**src/rtl/mem_arb_pkg.sv**
```systemverilog
// Shared definitions for the two-port memory arbiter: FSM encoding,
// requester port indices and the default access timeout.
package mem_arb_pkg;

  typedef enum logic {
    IDLE   = 1'b0,
    ACCESS = 1'b1
  } state_t;

  localparam logic PORT_CPU = 1'b0;
  localparam logic PORT_DMA = 1'b1;

  localparam int DEFAULT_TIMEOUT = 15;

endpackage

```
**src/rtl/arb_rr2.sv**
```systemverilog
// Two-way round-robin pick: a lone requester wins outright, a tie goes to
// the port that did not receive the previous grant.
module arb_rr2
  import mem_arb_pkg::*;
(
  input  logic [1:0] req,
  input  logic       last,
  output logic       grant,
  output logic       valid
);

  // Combinational pick; grant is only meaningful while valid is high
  always_comb begin
    valid = |req;
    grant = PORT_CPU;
    if (&req) begin
      grant = ~last;
    end else if (req[PORT_DMA]) begin
      grant = PORT_DMA;
    end
  end

endmodule

```
**src/rtl/mem_arbiter.sv**
```systemverilog
// Arbitrates a cpu port and a dma port onto a single memory interface.
// One access at a time: the granted request is latched, the memory strobes
// are held until mem_ready or until TIMEOUT cycles pass, and the owner gets
// a one-cycle ack (with err on timeout) in the cycle after completion.
module mem_arbiter
  import mem_arb_pkg::*;
#(
  parameter int WIDTH   = 8,
  parameter int TIMEOUT = DEFAULT_TIMEOUT
) (
  input  logic             clk,
  input  logic             reset,
  input  logic             c_req,
  input  logic             c_we,
  input  logic [WIDTH-1:0] c_adr,
  input  logic [WIDTH-1:0] c_wdata,
  output logic [WIDTH-1:0] c_rdata,
  output logic             c_ack,
  output logic             c_err,
  input  logic             d_req,
  input  logic             d_we,
  input  logic [WIDTH-1:0] d_adr,
  input  logic [WIDTH-1:0] d_wdata,
  output logic [WIDTH-1:0] d_rdata,
  output logic             d_ack,
  output logic             d_err,
  output logic             mem_read,
  output logic             mem_write,
  output logic [WIDTH-1:0] mem_adr,
  output logic [WIDTH-1:0] mem_wdata,
  input  logic [WIDTH-1:0] mem_rdata,
  input  logic             mem_ready
);

  localparam int                CNT_W    = $clog2(TIMEOUT + 1);
  localparam logic [CNT_W-1:0]  CNT_LAST = CNT_W'(TIMEOUT - 1);

  state_t             state;
  state_t             state_nxt;
  logic               last;
  logic               port;
  logic               we_reg;
  logic [WIDTH-1:0]   adr_reg;
  logic [WIDTH-1:0]   wdata_reg;
  logic [CNT_W-1:0]   cnt;
  logic               c_elig;
  logic               d_elig;
  logic               arb_grant;
  logic               arb_valid;
  logic               grant_evt;
  logic               done_ok;
  logic               done_to;

  // A requester still shows req during its own ack cycle; mask it out there
  assign c_elig = c_req & ~c_ack;
  assign d_elig = d_req & ~d_ack;

  arb_rr2 u_arb (
    .req   ({d_elig, c_elig}),
    .last  (last),
    .grant (arb_grant),
    .valid (arb_valid)
  );

  // Next-state logic: grant from IDLE, finish on ready or on the last timeout cycle
  always_comb begin
    state_nxt = state;
    grant_evt = 1'b0;
    done_ok   = 1'b0;
    done_to   = 1'b0;
    case (state)
      IDLE: begin
        if (arb_valid) begin
          state_nxt = ACCESS;
          grant_evt = 1'b1;
        end
      end
      ACCESS: begin
        if (mem_ready) begin
          state_nxt = IDLE;
          done_ok   = 1'b1;
        end else if (cnt == CNT_LAST) begin
          state_nxt = IDLE;
          done_to   = 1'b1;
        end
      end
      default: state_nxt = IDLE;
    endcase
  end

  // State register; reset drops any access in flight without an ack
  always_ff @(posedge clk) begin
    if (!reset) begin
      state <= IDLE;
    end else begin
      state <= state_nxt;
    end
  end

  // Control: round-robin history, owner, timeout counter, ack/err pulses, read data
  always_ff @(posedge clk) begin
    if (!reset) begin
      last    <= PORT_DMA;
      port    <= PORT_CPU;
      cnt     <= '0;
      c_ack   <= 1'b0;
      d_ack   <= 1'b0;
      c_err   <= 1'b0;
      d_err   <= 1'b0;
      c_rdata <= '0;
      d_rdata <= '0;
    end else begin
      c_ack <= (done_ok | done_to) & (port == PORT_CPU);
      d_ack <= (done_ok | done_to) & (port == PORT_DMA);
      c_err <= done_to & (port == PORT_CPU);
      d_err <= done_to & (port == PORT_DMA);
      if (grant_evt) begin
        last <= arb_grant;
        port <= arb_grant;
        cnt  <= '0;
      end else if (state == ACCESS && !mem_ready) begin
        cnt <= cnt + 1'b1;
      end
      if (done_ok && !we_reg) begin
        if (port == PORT_CPU) begin
          c_rdata <= mem_rdata;
        end else begin
          d_rdata <= mem_rdata;
        end
      end
    end
  end

  // Request capture at grant; requester inputs are ignored for the rest of the access
  always_ff @(posedge clk) begin
    if (grant_evt) begin
      we_reg    <= arb_grant ? d_we    : c_we;
      adr_reg   <= arb_grant ? d_adr   : c_adr;
      wdata_reg <= arb_grant ? d_wdata : c_wdata;
    end
  end

  assign mem_read  = (state == ACCESS) & ~we_reg;
  assign mem_write = (state == ACCESS) &  we_reg;
  assign mem_adr   = (state == ACCESS) ? adr_reg   : '0;
  assign mem_wdata = (state == ACCESS) ? wdata_reg : '0;

endmodule
```
**config.mk**
```make
export PLATFORM = sky130hd
export DESIGN_NAME = mem_arbiter
export DESIGN_NICKNAME = d
export VERILOG_FILES = /design/src/rtl/mem_arb_pkg.sv /design/src/rtl/arb_rr2.sv /design/src/rtl/mem_arbiter.sv
export SDC_FILE = /design/constraint.sdc
export NUM_CORES = 1
export LEC_CHECK = 0
export ABC_CLOCK_PERIOD_IN_PS = 2000
export CORE_MARGIN = 5
export CORE_UTILIZATION = 55
export DETAILED_ROUTE_END_ITERATION = 8
export DONT_BUFFER_PORTS = 1
export PLACE_DENSITY_LB_ADDON = 0.2
export SETUP_SLACK_MARGIN = 0.2
export SLEW_MARGIN = 20
export SYNTH_ARGS = -nofsm -noshare
export SYNTH_HDL_FRONTEND = slang
export SYNTH_SLANG_ARGS = --single-unit
```
**constraint.sdc**
```tcl
create_clock -name clk -period 2 [get_ports clk]
set_input_delay 0.2 -clock clk [delete_from_list [all_inputs] [get_ports clk]]
set_output_delay 0.2 -clock clk [all_outputs]
set_load 0.02 [all_outputs]
```
==> impl_results.md, run 1 <==
* I/O Buffers at 0
* Initial antenna violation count at 0
* Element type at the critical path end: flip-flop
* Grt ovf at 0
* Clk Latency, worst-skew pair at 0.35 ns
* Fraction of registers with async set/reset at 0
* Synthesized flop and latch total at 44
* Crit path arrival time at 1.79 ns
* Fin util at 0.622
* Antenna diode count at 0
* Worst setup SP type: flip-flop
* Hold Crit Depth at 2
* Die area at 4740 um^2
* I/O pin total at 85
* Pins Over Slew Limit at 0
* Min cycle time layout at 1.68 ns
* Leading area contributor after synthesis: dfxtp_1
* Maxcap violations at 0
* Post-synth EDFFs at 17
* TritonCTS Buffers at 5
* Row Count at 21
* Clk slew on worst S/H paths at 0.12 ns
* FF-to-FF Start: c_ack$_SDFF_PN0_
* Fillers at 280
* Reg2Reg Setup Slack at 0.32 ns
* Max Fclk at 0.596 GHz
* DPL Wire Length at 2880 um
* CP required at 2.11 ns
* Hold WC Path Type: in -> reg
* Final hold viol count at 0
* # setup viols final at 0
* Final Skew at 0.00882 ns
* Hold Path End: d_rdata[0]$_SDFFE_PN0P_
* Post-synthesis cell type count at 34
* Slew headroom at 0.400
* Post CTS Setup Buffer Count at 0
* Final hold slack at 0.0212 ns
* Reg area at 1050 um^2
* Layout area overhead at 8.79%
* RSZ-0062 raised after global routing: no
* Routed WL at 3870 um
* Mapped cell area at 1910 um^2
* LEAKAGE at 0.784 nW
* Area contributors post-synth: dfxtp_1 28%, edfxtp_1 27%, mux2_4 6.3%, and2_1 5.6%, mux2_2 5.3%
* Die width at 68.9 um
* Most common cell in the netlist: dfxtp_1
* Dpl cells at 206
* Crit-path max FO at 15
* Vias at 1,249
* Detail-routed net length per standard cell at 17.4 um
* Gpl congestion at 0.787
* Synth Flop Type: dfxtp_1
* Die Y-Extent at 68.9 um
* Nets@finish at 224
* Top cell type's share of synthesized area at 0.283
* Global-route wire length before repair at 6010 um
* Initial DRC count at 51
* Crit Path Category: reg -> reg
* Pre-CTS worst setup slack at 0.327 ns
* CTS tree: built
* Clock Sinks at 44
* Vias in the first global route at 1,284
* Final Instance Count excl. Fillers at 222
* Tot Pwr at 1.68 mW
* # hold bufs at CTS at 8
* Max rail drop VDD at 0.513 mV
* Multi-input logic area at 773 um^2
* GRT Overall Usage at 0.177
* Vias per cell at 5.63
* Final Cell Area at 2070 um^2
* Syn_nets at 216
* H-tree depth at 2
* Gate Count Post-Synth at 167
* Layout cells sized above 1 at 0.188
* Setup ws final at 0.321 ns
* Synth warnings at 0
* Top cells by count, synth: 27 x dfxtp_1, 18 x o21ai_0, 17 x and2_1, 17 x edfxtp_1, 16 x nand3_1
* Avg Cell Area, Syn at 11.4 um^2
* Core region area at 3340 um^2
* Root Driver: clkbuf_4
* Antenna viol nets, final at 0
* Setup total negative slack at 0 ns
* DP Area at 1940 um^2
* PD cells at 811 nW/um^2
* Hold_sp: mem_rdata[0]
* Initial Util at 0.571
* Drt drc at 0
* Final worst-path cycle share at 0.839
* Status: finished clean
* Largest net degree at the start of global routing at 28
* PostCTS Resize Cnt at 0
* Transition time of the tightest slew-check pin at 0.897 ns
* Worst r2r dst: adr_reg[7]$_DFFE_PP_
* Worst reg2reg path depth at 4
* Drt first pass iters at 5
* Seq/Total Area, Yosys at 0.551
* Max clock buf depth at 2
==> worst max-delay path: stages, from the launching register on <==
cell      delay (ns)
dfxtp_1         0.40
nand2b_1        0.24
o21bai_4        0.27
buf_12          0.19
mux2_2          0.34
==> layout by cell type (no fill, tap or decap), types with 3 or more instances in the layout <==
| cell | instances |
|---|---|
| dlygate4sd3_1 | 8 |
| nor2_1 | 6 |
| and3_1 | 3 |
| mux2_4 | 8 |
| buf_4 | 3 |
| edfxtp_1 | 17 |
| nand3_1 | 16 |
| nand2_1 | 10 |
| mux2_2 | 9 |
| o21ai_0 | 18 |
| inv_1 | 3 |
| and2_1 | 17 |
| dfxtp_1 | 27 |
| clkbuf_4 | 5 |
==> cells by family after synthesis <==
| logic type | after synthesis | synth area share |
|---|---|---|
| fa+ha+maj | 2 | 0.0131 |
| flops | 44 | 0.551 |
| simple gates | 64 | 0.188 |
| buf+inv | 14 | 0.0433 |
| mux | 17 | 0.116 |
| compound gates | 24 | 0.0794 |
| xor+xnor | 2 | 0.00919 |
==> per-layer routing <==
layer,global-route usage,wire (um),vias up
li1,-,-,606
met2,0.315,2050,63
met1,0.171,1260,571
met3,0.0827,475,9
met4,0.0852,88,0
met5,0,0,-
==> how the worst max path moves through the flow <==
stage | depth (start not counted) | to | slack, ns | from
finish | 4 | adr_reg[7]$_DFFE_PP_ | 0.32 | c_ack$_SDFF_PN0_
global route | 3 | c_rdata[1]$_SDFFE_PN0P_ | 0.22 | we_reg$_DFFE_PP_
CTS | 4 | adr_reg[7]$_DFFE_PP_ | 0.31 | c_ack$_SDFF_PN0_
detailed placement | 4 | adr_reg[7]$_DFFE_PP_ | 0.33 | c_ack$_SDFF_PN0_
global placement | 4 | adr_reg[1]$_DFFE_PP_ | 0.39 | c_ack$_SDFF_PN0_
floorplan | 2 | adr_reg[0]$_DFFE_PP_ | 0.33 | c_ack$_SDFF_PN0_
==> final cells by class <==
cell class | instances | share of cell area
Tap cell | 46 | 0.0277
Clock inverter | 3 | 0.0103
Timing Repair Buffer | 12 | 0.0591
Inverter | 3 | 0.00543
Multi-Input combinational cell | 109 | 0.373
Clock buffer | 5 | 0.0181
Sequential cell | 44 | 0.507
==> where the power goes <==
group          switching, mW  internal (mW)
clock network          0.283          0.141
registers             0.0296          0.995
logic                  0.133          0.103
Power figures use the tool's default switching activity.
==> run 2: changes to the inputs <==
ABC_CLOCK_PERIOD_IN_PS = 1400   (was 2000)
clock period = 1.4 ns   (was 2 ns; I/O delays follow)
==> impl_results.md, run 2 (synthesized netlist as in run 1, its figures left out) <==
* Hold_sp: reset
* Pre-CTS worst setup slack at 0.0150 ns (-0.312 ns)
* Global-route wire length before repair at 7580 um (+26%)
* Final worst-path cycle share at 1.04 (+0.205)
* Final Instance Count excl. Fillers at 283 (+27%)
* Initial antenna violation count at 0 (unchanged)
* TritonCTS Buffers at 5 (unchanged)
* WP buf/inv at 2 (+1)
* Vias per cell at 5.61 (-0.33%)
* Element type at the critical path end: flip-flop
* Fin util at 0.868 (+0.246)
* Detail-routed net length per standard cell at 23.5 um (+35%)
* CP top delay family: flip-flops
* Critical Path Max Stage Delay at 0.36 ns (-0.04 ns)
* Status: complete, but fails checks
* Core region area at 3340 um^2 (unchanged)
* Root Driver: clkbuf_4
* RSZ-0062 raised after global routing: yes
* Drt first pass iters at 4 (-1)
* Worst setup SP type: flip-flop
* Final hold slack at 0.0556 ns (+0.0344 ns)
* Die width at 68.9 um (unchanged)
* CP max-delay cell: dfxtp_1
* Die area at 4740 um^2 (unchanged)
* Vias at 1,587 (+27%)
* Clock Sinks at 44 (unchanged)
* Worst-path cell chain: inv_1 > o21bai_4 > buf_12 > mux2_4
* Slew headroom at 0.253 (-0.147)
* Maxcap violations at 0 (unchanged)
* # setup viols final at 32 (+32)
* Die Y-Extent at 68.9 um (unchanged)
* DPL Wire Length at 2890 um (+0.25%)
* CTS tree: built
* Nets@finish at 285 (+27%)
* Crit-path max FO at 14 (-1)
* Reg2Reg Setup Slack at -0.06 ns (-0.38 ns)
* Initial Util at 0.571 (unchanged)
* I/O Buffers at 0 (unchanged)
* Final hold viol count at 0 (unchanged)
* Drt drc at 0 (unchanged)
* Tot Pwr at 2.79 mW (+66%)
* Initial DRC count at 127 (+150%)
* Most frequent cells in the layout: 44 x dlygate4sd3_1, 23 x dfxtp_1, 17 x and2_4, 17 x edfxtp_1, 15 x buf_6
* Max clock buf depth at 2 (unchanged)
* Max Fclk at 0.684 GHz (+15%)
* Largest net degree at the start of global routing at 29 (+3.6%)
* Transition time of the tightest slew-check pin at 1.12 ns (+0.222 ns)
* GRT Overall Usage at 0.229 (+0.0516)
* Violated checks: negative setup slack
* H-tree depth at 2 (unchanged)
* Hold Crit Depth at 2 (unchanged)
* Most common cell after layout, fill and taps aside: dlygate4sd3_1
* Setup ws final at -0.0621 ns (-0.383 ns)
* Dpl cells at 213 (+3.4%)
* Row Count at 21 (unchanged)
* Gpl congestion at 0.706 (-10%)
* Hold WC Path Type: in -> reg
* Clk Latency, worst-skew pair at 0.40 ns (+0.05 ns)
* Vias in the first global route at 1,482 (+15%)
* Layout cells sized above 1 at 0.405 (+0.218)
* Pins Over Slew Limit at 0 (unchanged)
* Hold Path End: cnt[2]$_SDFFE_PP0P_
* PD cells at 963 nW/um^2 (+19%)
* LEAKAGE at 1.14 nW (+45%)
* Max rail drop VDD at 0.896 mV (+75%)
* Worst reg2reg path depth at 4 (unchanged)
* Routed WL at 6650 um (+72%)
* Min cycle time layout at 1.46 ns (-0.217 ns)
* Crit Path Category: reg -> reg
* FF-to-FF Start: last$_SDFFE_PN1P_
* CP required at 1.55 ns (-0.56 ns)
* I/O pin total at 85 (unchanged)
* Antenna viol nets, final at 0 (unchanged)
* Clk slew on worst S/H paths at 0.17 ns (+0.05 ns)
* Antenna diode count at 0 (unchanged)
* Layout area overhead at 51.8%
* Final Skew at 0.0427 ns (+0.0339 ns)
* Crit path arrival time at 1.61 ns (-0.18 ns)
* Grt ovf at 0 (unchanged)
* Worst r2r dst: wdata_reg[5]$_DFFE_PP_
## run 2: changes by cell type in the layout (fill, tap and decap cells not counted), sizes merged
cell,previous run,this run
dlymetal6s2s,0,1
buf,4,28
dlygate4sd3,8,44
inv,5,3
clkbuf,5,6
clkinvlp,0,1
## run 2: worst max path at each step
stage / startpoint / endpoint / slack (ns) / cells after the start
6_report: last$_SDFFE_PN1P_ / wdata_reg[5]$_DFFE_PP_ / -0.06 / 4
5_1_grt: last$_SDFFE_PN1P_ / adr_reg[1]$_DFFE_PP_ / -0.10 / 4
4_1_cts: c_ack$_SDFF_PN0_ / adr_reg[4]$_DFFE_PP_ / 0.01 / 4
3_5_place_dp: c_ack$_SDFF_PN0_ / adr_reg[4]$_DFFE_PP_ / 0.01 / 4
3_3_place_gp: c_ack$_SDFF_PN0_ / we_reg$_DFFE_PP_ / 0.06 / 4
2_1_floorplan: d_ack$_SDFF_PN0_ / adr_reg[6]$_DFFE_PP_ / -0.07 / 5
## run 2: layer usage
metal,global-route usage,share of wire,vias to the layer above
met1,0.246,0.36,760
li1,-,-,726
met4,0.0803,0.025,0
met5,0,0,-
met2,0.404,0.53,84
met3,0.0924,0.088,17
## run 2: final cells by class
class | instances | area [um^2]
inverters | 3 | 11.3
flip-flops and latches | 44 | 1060
fillers | 149 | 442
clock inverters | 2 | 12.5
clock buffers | 6 | 41.3
well taps | 46 | 57.6
repair buffers | 73 | 749
multi-input cells | 109 | 962
## run 2: per-stage QoR
step	cell area (um^2)	setup TNS, ns
after floorplan	1920	-0.547
after global placement	2020	0
after detailed placement	2020	0
after CTS	2650	0
after global routing	2900	-2.36
final	2900	-0.746
## run 2: what timing repair did
| action | in CTS | in global routing |
|---|---|---|
| cloned | 1 | 2 |
| pin swaps | 5 | 8 |
| gates resized for setup | 46 | 55 |
| hold endpoints to repair | 41 | 3 |
| setup endpoints to repair | 38 | 79 |
| buffers inserted | 7 | 7 |
| hold buffers | 43 | 2 |
## run 2: report_power, final
group | total (mW) | switching, mW | internal [mW]
Sequential | 1.48 | 0.0589 | 1.42
Combinational | 0.666 | 0.305 | 0.361
Clock | 0.643 | 0.449 | 0.194
Total | 2.79 | 0.813 | 1.98
